File: config.mk
export PLATFORM = sky130hd
export DESIGN_NAME = param_select_multi
export DESIGN_NICKNAME = d
export VERILOG_FILES = /design/src/rtl/param_select_pkg.sv /design/src/rtl/param_select_multi_btn_edge_repeat.sv /design/src/rtl/param_select_multi.sv
export SDC_FILE = /design/constraint.sdc
export NUM_CORES = 1
export LEC_CHECK = 0
export CORE_MARGIN = 1.5
export CORE_UTILIZATION = 54
export DETAILED_ROUTE_END_ITERATION = 6
export PLACE_DENSITY = 0.95
export SLEW_MARGIN = 20
export SYNTH_ARGS = -nofsm -noshare
export SYNTH_HDL_FRONTEND = slang
export SYNTH_SLANG_ARGS = --single-unit
File: constraint.sdc
create_clock -name clk -period 7.05 [get_ports clk]
set_input_delay 2.115 -clock clk [delete_from_list [all_inputs] [get_ports clk]]
set_output_delay 2.115 -clock clk [all_outputs]
set_load 0.005 [all_outputs]
File: src/rtl/param_select_pkg.sv
// Shared definitions for the multi-field parameter editor.
//   CURSOR_NONE : cursor value meaning "no field selected"
//   MAX_FIELDS  : upper limit on NUM_FIELDS (cursor is 4 bits wide)
//   action_e    : the single action chosen per cycle from the button events
package param_select_pkg;

    localparam logic [3:0] CURSOR_NONE = 4'd0;
    localparam int unsigned MAX_FIELDS = 15;

    typedef enum logic [2:0] {
        NONE,
        NAV_R,
        NAV_L,
        INC,
        DEC
    } action_e;

endpackage

File: src/rtl/param_select_multi_btn_edge_repeat.sv
// btn_edge_repeat: rising-edge detector for one debounced button, with an
// optional hold-to-repeat generator (macro PARAM_SELECT_AUTOREPEAT_EN).
// Ports:
//   clk    : clock, rising edge
//   reset  : asynchronous active-low reset
//   btn    : debounced synchronous button, active-high
//   clear  : (autorepeat builds only) restart the repeat delay
//   pulse  : one-cycle event on rising edge (or on a repeat tick)
// Without the macro there is no repeat counter and pulse is the raw edge.
module btn_edge_repeat
    import param_select_pkg::*;
`ifdef PARAM_SELECT_AUTOREPEAT_EN
#(
    parameter bit          REPEAT_EN     = 1'b0,
    parameter int unsigned REPEAT_DELAY  = 25_000_000,
    parameter int unsigned REPEAT_PERIOD = 5_000_000
)
`endif
(
    input  logic clk,
    input  logic reset,
    input  logic btn,
`ifdef PARAM_SELECT_AUTOREPEAT_EN
    input  logic clear,
`endif
    output logic pulse
);

    logic prev;
    logic rise;

    always_ff @(posedge clk or negedge reset) begin
        if (!reset) prev <= 1'b0;
        else        prev <= btn;
    end

    assign rise = btn & ~prev;

`ifdef PARAM_SELECT_AUTOREPEAT_EN
    generate
        if (REPEAT_EN) begin : g_rep
            localparam int unsigned CNT_MAX =
                (REPEAT_DELAY > REPEAT_PERIOD) ? REPEAT_DELAY : REPEAT_PERIOD;
            localparam int unsigned CNT_W = $clog2(CNT_MAX + 1);

            // cnt holds the number of held cycles since the last edge,
            // clear or repeat tick; periodic selects the shorter interval
            // once the first repeat has fired.
            logic [CNT_W-1:0] cnt;
            logic             periodic;
            logic             rep;

            assign rep = btn & prev &
                         (periodic ? (cnt == CNT_W'(REPEAT_PERIOD))
                                   : (cnt == CNT_W'(REPEAT_DELAY)));

            always_ff @(posedge clk or negedge reset) begin
                if (!reset) begin
                    cnt      <= '0;
                    periodic <= 1'b0;
                end else if (!btn) begin
                    cnt      <= '0;
                    periodic <= 1'b0;
                end else if (rise || clear) begin
                    cnt      <= CNT_W'(1);
                    periodic <= 1'b0;
                end else if (rep) begin
                    cnt      <= CNT_W'(1);
                    periodic <= 1'b1;
                end else begin
                    cnt      <= cnt + CNT_W'(1);
                end
            end

            // clear only coincides with a navigation or a lock rise, both of
            // which already void any edit, so masking it here changes nothing.
            assign pulse = (rise | rep) & ~clear;
        end else begin : g_norep
            assign pulse = rise & ~clear;
        end
    endgenerate
`else
    assign pulse = rise;
`endif

endmodule

File: src/rtl/param_select_multi.sv
// param_select_multi: cursor-driven editor for NUM_FIELDS bounded fields.
// Right/left move the cursor (0 = none, 1..NUM_FIELDS), up/down edit the
// selected field with per-field wrap or saturation, and the selected field's
// digit mask is presented as a blink mask for the display.
// Ports:
//   clk, reset (async active-low)
//   b_up, b_down, b_right, b_left : debounced buttons, active-high
//   blink_fo     : display blink phase
//   lock         : freeze edits (navigation still works)
//   field_max    : per-field maximum, field i at [i*FIELD_W +: FIELD_W]
//   field_wrap   : per-field 1 = wrap at limits, 0 = saturate
//   field_digits : per-field digit mask, field i at [i*DISP_DIGITS +: DISP_DIGITS]
//   field_val    : current field values
//   cursor       : selected field
//   blink_data   : registered blink mask
//   change_stb   : one-cycle pulse when an edit changed a value
//   change_idx   : cursor value of the changed field
// Optional feature: PARAM_SELECT_AUTOREPEAT_EN enables hold-to-repeat on
// up/down with REPEAT_DELAY / REPEAT_PERIOD parameters.
module param_select_multi #(
    parameter int unsigned NUM_FIELDS    = 7,
    parameter int unsigned FIELD_W       = 5,
    parameter int unsigned DISP_DIGITS   = 16
`ifdef PARAM_SELECT_AUTOREPEAT_EN
    ,
    parameter int unsigned REPEAT_DELAY  = 25_000_000,
    parameter int unsigned REPEAT_PERIOD = 5_000_000
`endif
) (
    input  logic                              clk,
    input  logic                              reset,
    input  logic                              b_up,
    input  logic                              b_down,
    input  logic                              b_right,
    input  logic                              b_left,
    input  logic                              blink_fo,
    input  logic                              lock,
    input  logic [NUM_FIELDS*FIELD_W-1:0]     field_max,
    input  logic [NUM_FIELDS-1:0]             field_wrap,
    input  logic [NUM_FIELDS*DISP_DIGITS-1:0] field_digits,
    output logic [NUM_FIELDS*FIELD_W-1:0]     field_val,
    output logic [3:0]                        cursor,
    output logic [DISP_DIGITS-1:0]            blink_data,
    output logic                              change_stb,
    output logic [3:0]                        change_idx
);

    import param_select_pkg::*;

    logic r_p, l_p, u_p, d_p;

`ifdef PARAM_SELECT_AUTOREPEAT_EN
    logic lock_q;
    logic rep_clear;

    always_ff @(posedge clk or negedge reset) begin
        if (!reset) lock_q <= 1'b0;
        else        lock_q <= lock;
    end

    assign rep_clear = r_p | l_p | (lock & ~lock_q);

    btn_edge_repeat #(.REPEAT_EN(1'b0), .REPEAT_DELAY(REPEAT_DELAY), .REPEAT_PERIOD(REPEAT_PERIOD))
        u_right (.clk(clk), .reset(reset), .btn(b_right), .clear(1'b0), .pulse(r_p));
    btn_edge_repeat #(.REPEAT_EN(1'b0), .REPEAT_DELAY(REPEAT_DELAY), .REPEAT_PERIOD(REPEAT_PERIOD))
        u_left  (.clk(clk), .reset(reset), .btn(b_left),  .clear(1'b0), .pulse(l_p));
    btn_edge_repeat #(.REPEAT_EN(1'b1), .REPEAT_DELAY(REPEAT_DELAY), .REPEAT_PERIOD(REPEAT_PERIOD))
        u_up    (.clk(clk), .reset(reset), .btn(b_up),    .clear(rep_clear), .pulse(u_p));
    btn_edge_repeat #(.REPEAT_EN(1'b1), .REPEAT_DELAY(REPEAT_DELAY), .REPEAT_PERIOD(REPEAT_PERIOD))
        u_down  (.clk(clk), .reset(reset), .btn(b_down),  .clear(rep_clear), .pulse(d_p));
`else
    btn_edge_repeat u_right (.clk(clk), .reset(reset), .btn(b_right), .pulse(r_p));
    btn_edge_repeat u_left  (.clk(clk), .reset(reset), .btn(b_left),  .pulse(l_p));
    btn_edge_repeat u_up    (.clk(clk), .reset(reset), .btn(b_up),    .pulse(u_p));
    btn_edge_repeat u_down  (.clk(clk), .reset(reset), .btn(b_down),  .pulse(d_p));
`endif

    action_e              action;
    logic [FIELD_W-1:0]   val     [NUM_FIELDS];
    logic [FIELD_W-1:0]   val_nxt [NUM_FIELDS];
    logic [FIELD_W-1:0]   mx;
    logic [3:0]           cursor_nxt;
    logic                 stb_nxt;
    logic [3:0]           idx_nxt;
    logic [DISP_DIGITS-1:0] blink_nxt;

    // Right beats left beats up beats down; edits are dropped outright when
    // nothing is selected or the editor is locked.
    always_comb begin
        action = NONE;
        if (r_p)                                              action = NAV_R;
        else if (l_p)                                         action = NAV_L;
        else if (u_p && cursor != CURSOR_NONE && !lock)       action = INC;
        else if (d_p && cursor != CURSOR_NONE && !lock)       action = DEC;
    end

    always_comb begin
        cursor_nxt = cursor;
        stb_nxt    = 1'b0;
        idx_nxt    = CURSOR_NONE;
        mx         = '0;
        case (action)
            NAV_R:   cursor_nxt = (cursor == 4'(NUM_FIELDS)) ? CURSOR_NONE : cursor + 4'd1;
            NAV_L:   cursor_nxt = (cursor == CURSOR_NONE) ? 4'(NUM_FIELDS) : cursor - 4'd1;
            default: cursor_nxt = cursor;
        endcase
        for (int unsigned i = 0; i < NUM_FIELDS; i++) begin
            mx         = field_max[i*FIELD_W +: FIELD_W];
            val_nxt[i] = val[i];
            // An out-of-range value is pulled back silently and takes
            // priority over any edit in the same cycle.
            if (val[i] > mx) begin
                val_nxt[i] = mx;
            end else if (cursor == 4'(i + 1)) begin
                if (action == INC)
                    val_nxt[i] = (val[i] < mx) ? val[i] + FIELD_W'(1)
                                               : (field_wrap[i] ? '0 : val[i]);
                else if (action == DEC)
                    val_nxt[i] = (val[i] != '0) ? val[i] - FIELD_W'(1)
                                                : (field_wrap[i] ? mx : val[i]);
                if (val_nxt[i] != val[i]) begin
                    stb_nxt = 1'b1;
                    idx_nxt = cursor;
                end
            end
        end
    end

    always_comb begin
        blink_nxt = '0;
        if (cursor != CURSOR_NONE && blink_fo) begin
            for (int unsigned i = 0; i < NUM_FIELDS; i++) begin
                if (cursor == 4'(i + 1))
                    blink_nxt = field_digits[i*DISP_DIGITS +: DISP_DIGITS];
            end
        end
    end

    always_ff @(posedge clk or negedge reset) begin
        if (!reset) begin
            cursor     <= CURSOR_NONE;
            blink_data <= '0;
            change_stb <= 1'b0;
            change_idx <= CURSOR_NONE;
            for (int unsigned i = 0; i < NUM_FIELDS; i++) val[i] <= '0;
        end else begin
            cursor     <= cursor_nxt;
            blink_data <= blink_nxt;
            change_stb <= stb_nxt;
            change_idx <= idx_nxt;
            for (int unsigned i = 0; i < NUM_FIELDS; i++) val[i] <= val_nxt[i];
        end
    end

    always_comb begin
        field_val = '0;
        for (int unsigned i = 0; i < NUM_FIELDS; i++)
            field_val[i*FIELD_W +: FIELD_W] = val[i];
    end

endmodule
==> metrics.log <==
INFO  metric number_of_global_route_vias_before_repair = 8946
INFO  metric synth_edf_count = 0
INFO  metric tightest_slew = 1.039 ns
INFO  metric min_clock_period_post_route = 5.412 ns
INFO  metric internal_power = 2.043 mW
INFO  metric irDropWorstVdd = 0.0002003 V
INFO  metric post_synth.cell_area_avg = 7.421 sq um
INFO  metric die_w = 123.7 um
INFO  metric fin_skew = 0.007913 ns
INFO  metric yosysSeqAreaShare = 0.2036
INFO  metric clock_path_buffers = 2
INFO  metric worstPathMaxFanout = 19
INFO  metric worst-setup-path-type = in2reg
INFO  metric die_area = 0.01530 sq mm
INFO  metric cp_capture_type = register
INFO  metric power_density = 390.7 mW/mm^2
INFO  metric area.growth.synth_to_final = 31.86%
INFO  metric timing.max_slew.rel_slack = 0.3040
INFO  metric postCtsHoldBufs = 0
INFO  metric grt_antenna_before_repair = 2
INFO  metric postSynthRegisterBits = 64
INFO  metric hold_end = cursor[0]$_DFFE_PN0P_
INFO  metric remaining_global_route_overflow = 0
INFO  metric ys_dominant_reg_cell = sky130_fd_sc_hd__dfrtp_1
INFO  metric port_buffers = 221
INFO  metric initialDrtViolationCount = 1590
INFO  metric floorplan.core_area = 0.01404 sq mm
INFO  metric top_level_ports = 222
INFO  metric finalSetupTns = 0 ns
INFO  metric rr_startpoint = cursor[1]$_DFFE_PN0P_
INFO  metric cell_types_with_the_largest_area_share_after_synthesis = sky130_fd_sc_hd__dfrtp_1 (20%), sky130_fd_sc_hd__ha_1 (8.6%), sky130_fd_sc_hd__nand2_1 (4.9%)
INFO  metric combined_global_route_utilization_of_all_metal_layers = 0.3702
INFO  metric final_min_period_over_clock_period = 0.7677
INFO  metric report.final.hold_viol_count = 0
INFO  metric syn_area = 0.007866 sq mm
INFO  metric finalWeightedCongestion = 0.9683
INFO  metric placed_cell_area = 0.01005 sq mm
INFO  metric clkSlewWorstSetupHoldPaths = 0.06 ns
INFO  metric antenna_left = 0
INFO  metric rrSetupSlack = 2.98 ns
INFO  metric firstDrtPassIters = 6
INFO  metric via_total_after_detailed_routing = 9508
INFO  metric postSynthCellCount = 1060
INFO  metric pre_cts_slack = 1.419 ns
INFO  metric p_seq_frac = 0.226
INFO  metric layout-drive-gt1-share = 0.05375
INFO  metric routed_via_density = 6.743
INFO  metric power.static_leakage = 4.084 nW
INFO  metric cts_post_setup_buffers_inserted = 0
INFO  metric place_inst = 1392
INFO  metric finalNetCount = 1439
INFO  metric startpoint_type = primary input
INFO  metric layout.cells.most_common_list = sky130_fd_sc_hd__clkdlybuf4s50_1 (220), sky130_fd_sc_hd__nand2_1 (102), sky130_fd_sc_hd__a21oi_1 (74), sky130_fd_sc_hd__nor2_1 (72), sky130_fd_sc_hd__o21ai_0 (67)
INFO  metric floorplan.initialDensity = 0.5602
INFO  metric clkLatencyLatePin = 0.35 ns
INFO  metric rows = 43
INFO  metric status = finished, final reports clean
INFO  metric cts_inserted_buffers = 9
INFO  metric rr_worst_depth = 11
INFO  metric power.share.switching = 0.4959
INFO  metric htreeDepth = 3
INFO  metric final_instance_count_excl_fillers = 1410
INFO  metric post_cts_resize_count = 0
INFO  metric synth-async-reset-ratio = 1.000
INFO  metric most_area_hungry_cell_type_in_the_yosys_netlist = sky130_fd_sc_hd__dfrtp_1
INFO  metric grt_start_max_net_pins = 65
INFO  metric grt_setup_unrepaired = false
INFO  metric min_path_type = reg2reg
INFO  metric comb_power_share = 0.651
INFO  metric grt_pass1_wl = 44710 um
INFO  metric synth_cell_types = 93
INFO  metric critical_path.startpoint = b_right
INFO  metric cp.required = 7.26 ns
INFO  metric p_sw = 2.010 mW
INFO  metric yosys_warnings = 0
INFO  metric max_freq = 184.8 MHz
INFO  metric layout.cell_area.non_filler = 0.01037 sq mm
INFO  metric postLayoutSetupSlackWorst = 1.638 ns
INFO  metric cts.root.buffer_cell = sky130_fd_sc_hd__clkbuf_16
INFO  metric design_power_total = 4.053 mW
INFO  metric setup_viol_count_final = 0
INFO  metric synthesis.nets = 1276
INFO  metric final_max_slew_viol_count = 0
INFO  metric power_frac_clock = 0.122
INFO  metric hold-path-cell-count = 1
INFO  metric timing.max_cap.violations = 0
INFO  metric avgRoutedWirePerCell = 20.23 um
INFO  metric die_h = 123.7 um
INFO  metric nFillCells = 1113
INFO  metric detail_route.drc_violations = 0
INFO  metric postLayoutCoreUtil = 0.7387
INFO  metric holdWs = 0.6286 ns
INFO  metric synth_largest_type_area_fraction = 0.2036
INFO  metric clock-sinks = 64
INFO  metric detailedPlacementHpwl = 20520 um
INFO  metric routed_wl = 28530 um
INFO  metric arrival = 5.63 ns
INFO  metric hold_path.startpoint = cursor[0]$_DFFE_PN0P_
INFO  metric layout_commonest_cell = sky130_fd_sc_hd__clkdlybuf4s50_1
INFO  metric clock_tree_from_tritoncts = done
INFO  metric rr_endpoint = change_idx[0]$_DFF_PN0_
[synth_stat cells (5+ instances only)]
master / instances
sky130_fd_sc_hd__a211oi_1: 24
sky130_fd_sc_hd__a21o_1: 9
sky130_fd_sc_hd__a21oi_1: 74
sky130_fd_sc_hd__a221o_1: 5
sky130_fd_sc_hd__a221oi_1: 7
sky130_fd_sc_hd__a22oi_1: 36
sky130_fd_sc_hd__a311oi_1: 7
sky130_fd_sc_hd__a31oi_1: 26
sky130_fd_sc_hd__a32oi_1: 5
sky130_fd_sc_hd__and2_1: 8
sky130_fd_sc_hd__and3_1: 15
sky130_fd_sc_hd__buf_2: 10
sky130_fd_sc_hd__clkbuf_1: 65
sky130_fd_sc_hd__dfrtp_1: 64
sky130_fd_sc_hd__ha_1: 54
sky130_fd_sc_hd__inv_1: 59
sky130_fd_sc_hd__mux2_2: 10
sky130_fd_sc_hd__mux2i_1: 21
sky130_fd_sc_hd__nand2_1: 102
sky130_fd_sc_hd__nand2b_1: 11
sky130_fd_sc_hd__nand3_1: 53
sky130_fd_sc_hd__nor2_1: 72
sky130_fd_sc_hd__nor2b_1: 13
sky130_fd_sc_hd__nor3_1: 28
sky130_fd_sc_hd__nor3b_1: 8
sky130_fd_sc_hd__nor4_1: 5
sky130_fd_sc_hd__o211ai_1: 42
sky130_fd_sc_hd__o21ai_0: 67
sky130_fd_sc_hd__o21ai_1: 16
sky130_fd_sc_hd__o21bai_1: 6
sky130_fd_sc_hd__o221ai_1: 8
sky130_fd_sc_hd__o22ai_1: 13
sky130_fd_sc_hd__o31ai_1: 5
sky130_fd_sc_hd__or3_1: 6
[area by class of cell]
cell class / count / area [sq um] / share of cell area
Antenna cell: 2 / 5.005 / 0.0004825
Clock buffer: 10 / 239.0 / 0.02304
Timing Repair Buffer: 234 / 2305 / 0.2222
Clock inverter: 6 / 82.58 / 0.007961
Sequential cell: 64 / 1602 / 0.1544
Multi-Input combinational cell: 855 / 5693 / 0.5489
Tap cell: 180 / 225.2 / 0.02171
Inverter: 59 / 221.5 / 0.02135
[kinds of logic after synthesis]
kind of cell	after synthesis	share of synthesized area
buf+inv	141	0.07269
other cells	1	0.0004767
mux	32	0.04247
xor+xnor	5	0.005567
fa+ha+maj	54	0.08589
flops	64	0.2036
compound gates	409	0.3549
simple gates	354	0.2345
[routing by layer]
metal / up-vias / routed length [um] / GRT usage
li1: 4349 / - / -
met1: 4448 / 11000 / 0.4573
met2: 612 / 13760 / 0.6122
met3: 97 / 2582 / 0.06822
met4: 2 / 1164 / 0.1968
met5: - / 12 / 0
[critical path, stage by stage]
cell,delay (ns)
sky130_fd_sc_hd__clkdlybuf4s50_1,0.45
sky130_fd_sc_hd__nor2b_4,0.17
sky130_fd_sc_hd__or4_1,0.88
sky130_fd_sc_hd__nor2_2,0.58
sky130_fd_sc_hd__buf_4,0.38
sky130_fd_sc_hd__a32oi_1,0.10
sky130_fd_sc_hd__a221oi_1,0.36
sky130_fd_sc_hd__a211oi_1,0.17
sky130_fd_sc_hd__nor3_2,0.30
sky130_fd_sc_hd__a21oi_1,0.11
[worst max-delay path by stage]
stage                                          to  slack, ns  cells past startpoint
after global placement    change_idx[1]$_DFF_PN0_       1.58                     10
after CTS                 change_idx[1]$_DFF_PN0_       1.77                     10
final                     change_idx[0]$_DFF_PN0_       1.64                     10
after global routing      change_idx[0]$_DFF_PN0_       1.43                     10
after floorplan           change_idx[0]$_DFF_PN0_       2.75                     11
after detailed placement  change_idx[0]$_DFF_PN0_       1.42                     10
[power by group through the flow]
stage               combinational [mW]  clock [mW]  sequential (mW)
finish                            2.64       0.496            0.917
global route                      2.90       0.516            0.940
CTS                               2.59       0.499            0.899
detailed placement                2.57           0            0.902
global placement                  2.50           0            0.897
floorplan                         1.89           0            0.697
[registers in the layout, summed over array words and instances, names as in the netlist]
register,cells
blink_data,16
u_down.prev,1
change_idx,4
u_right.prev,1
cursor,4
change_stb,1
u_left.prev,1
u_up.prev,1
field_val,35
Power figures use the tool's default switching activity.
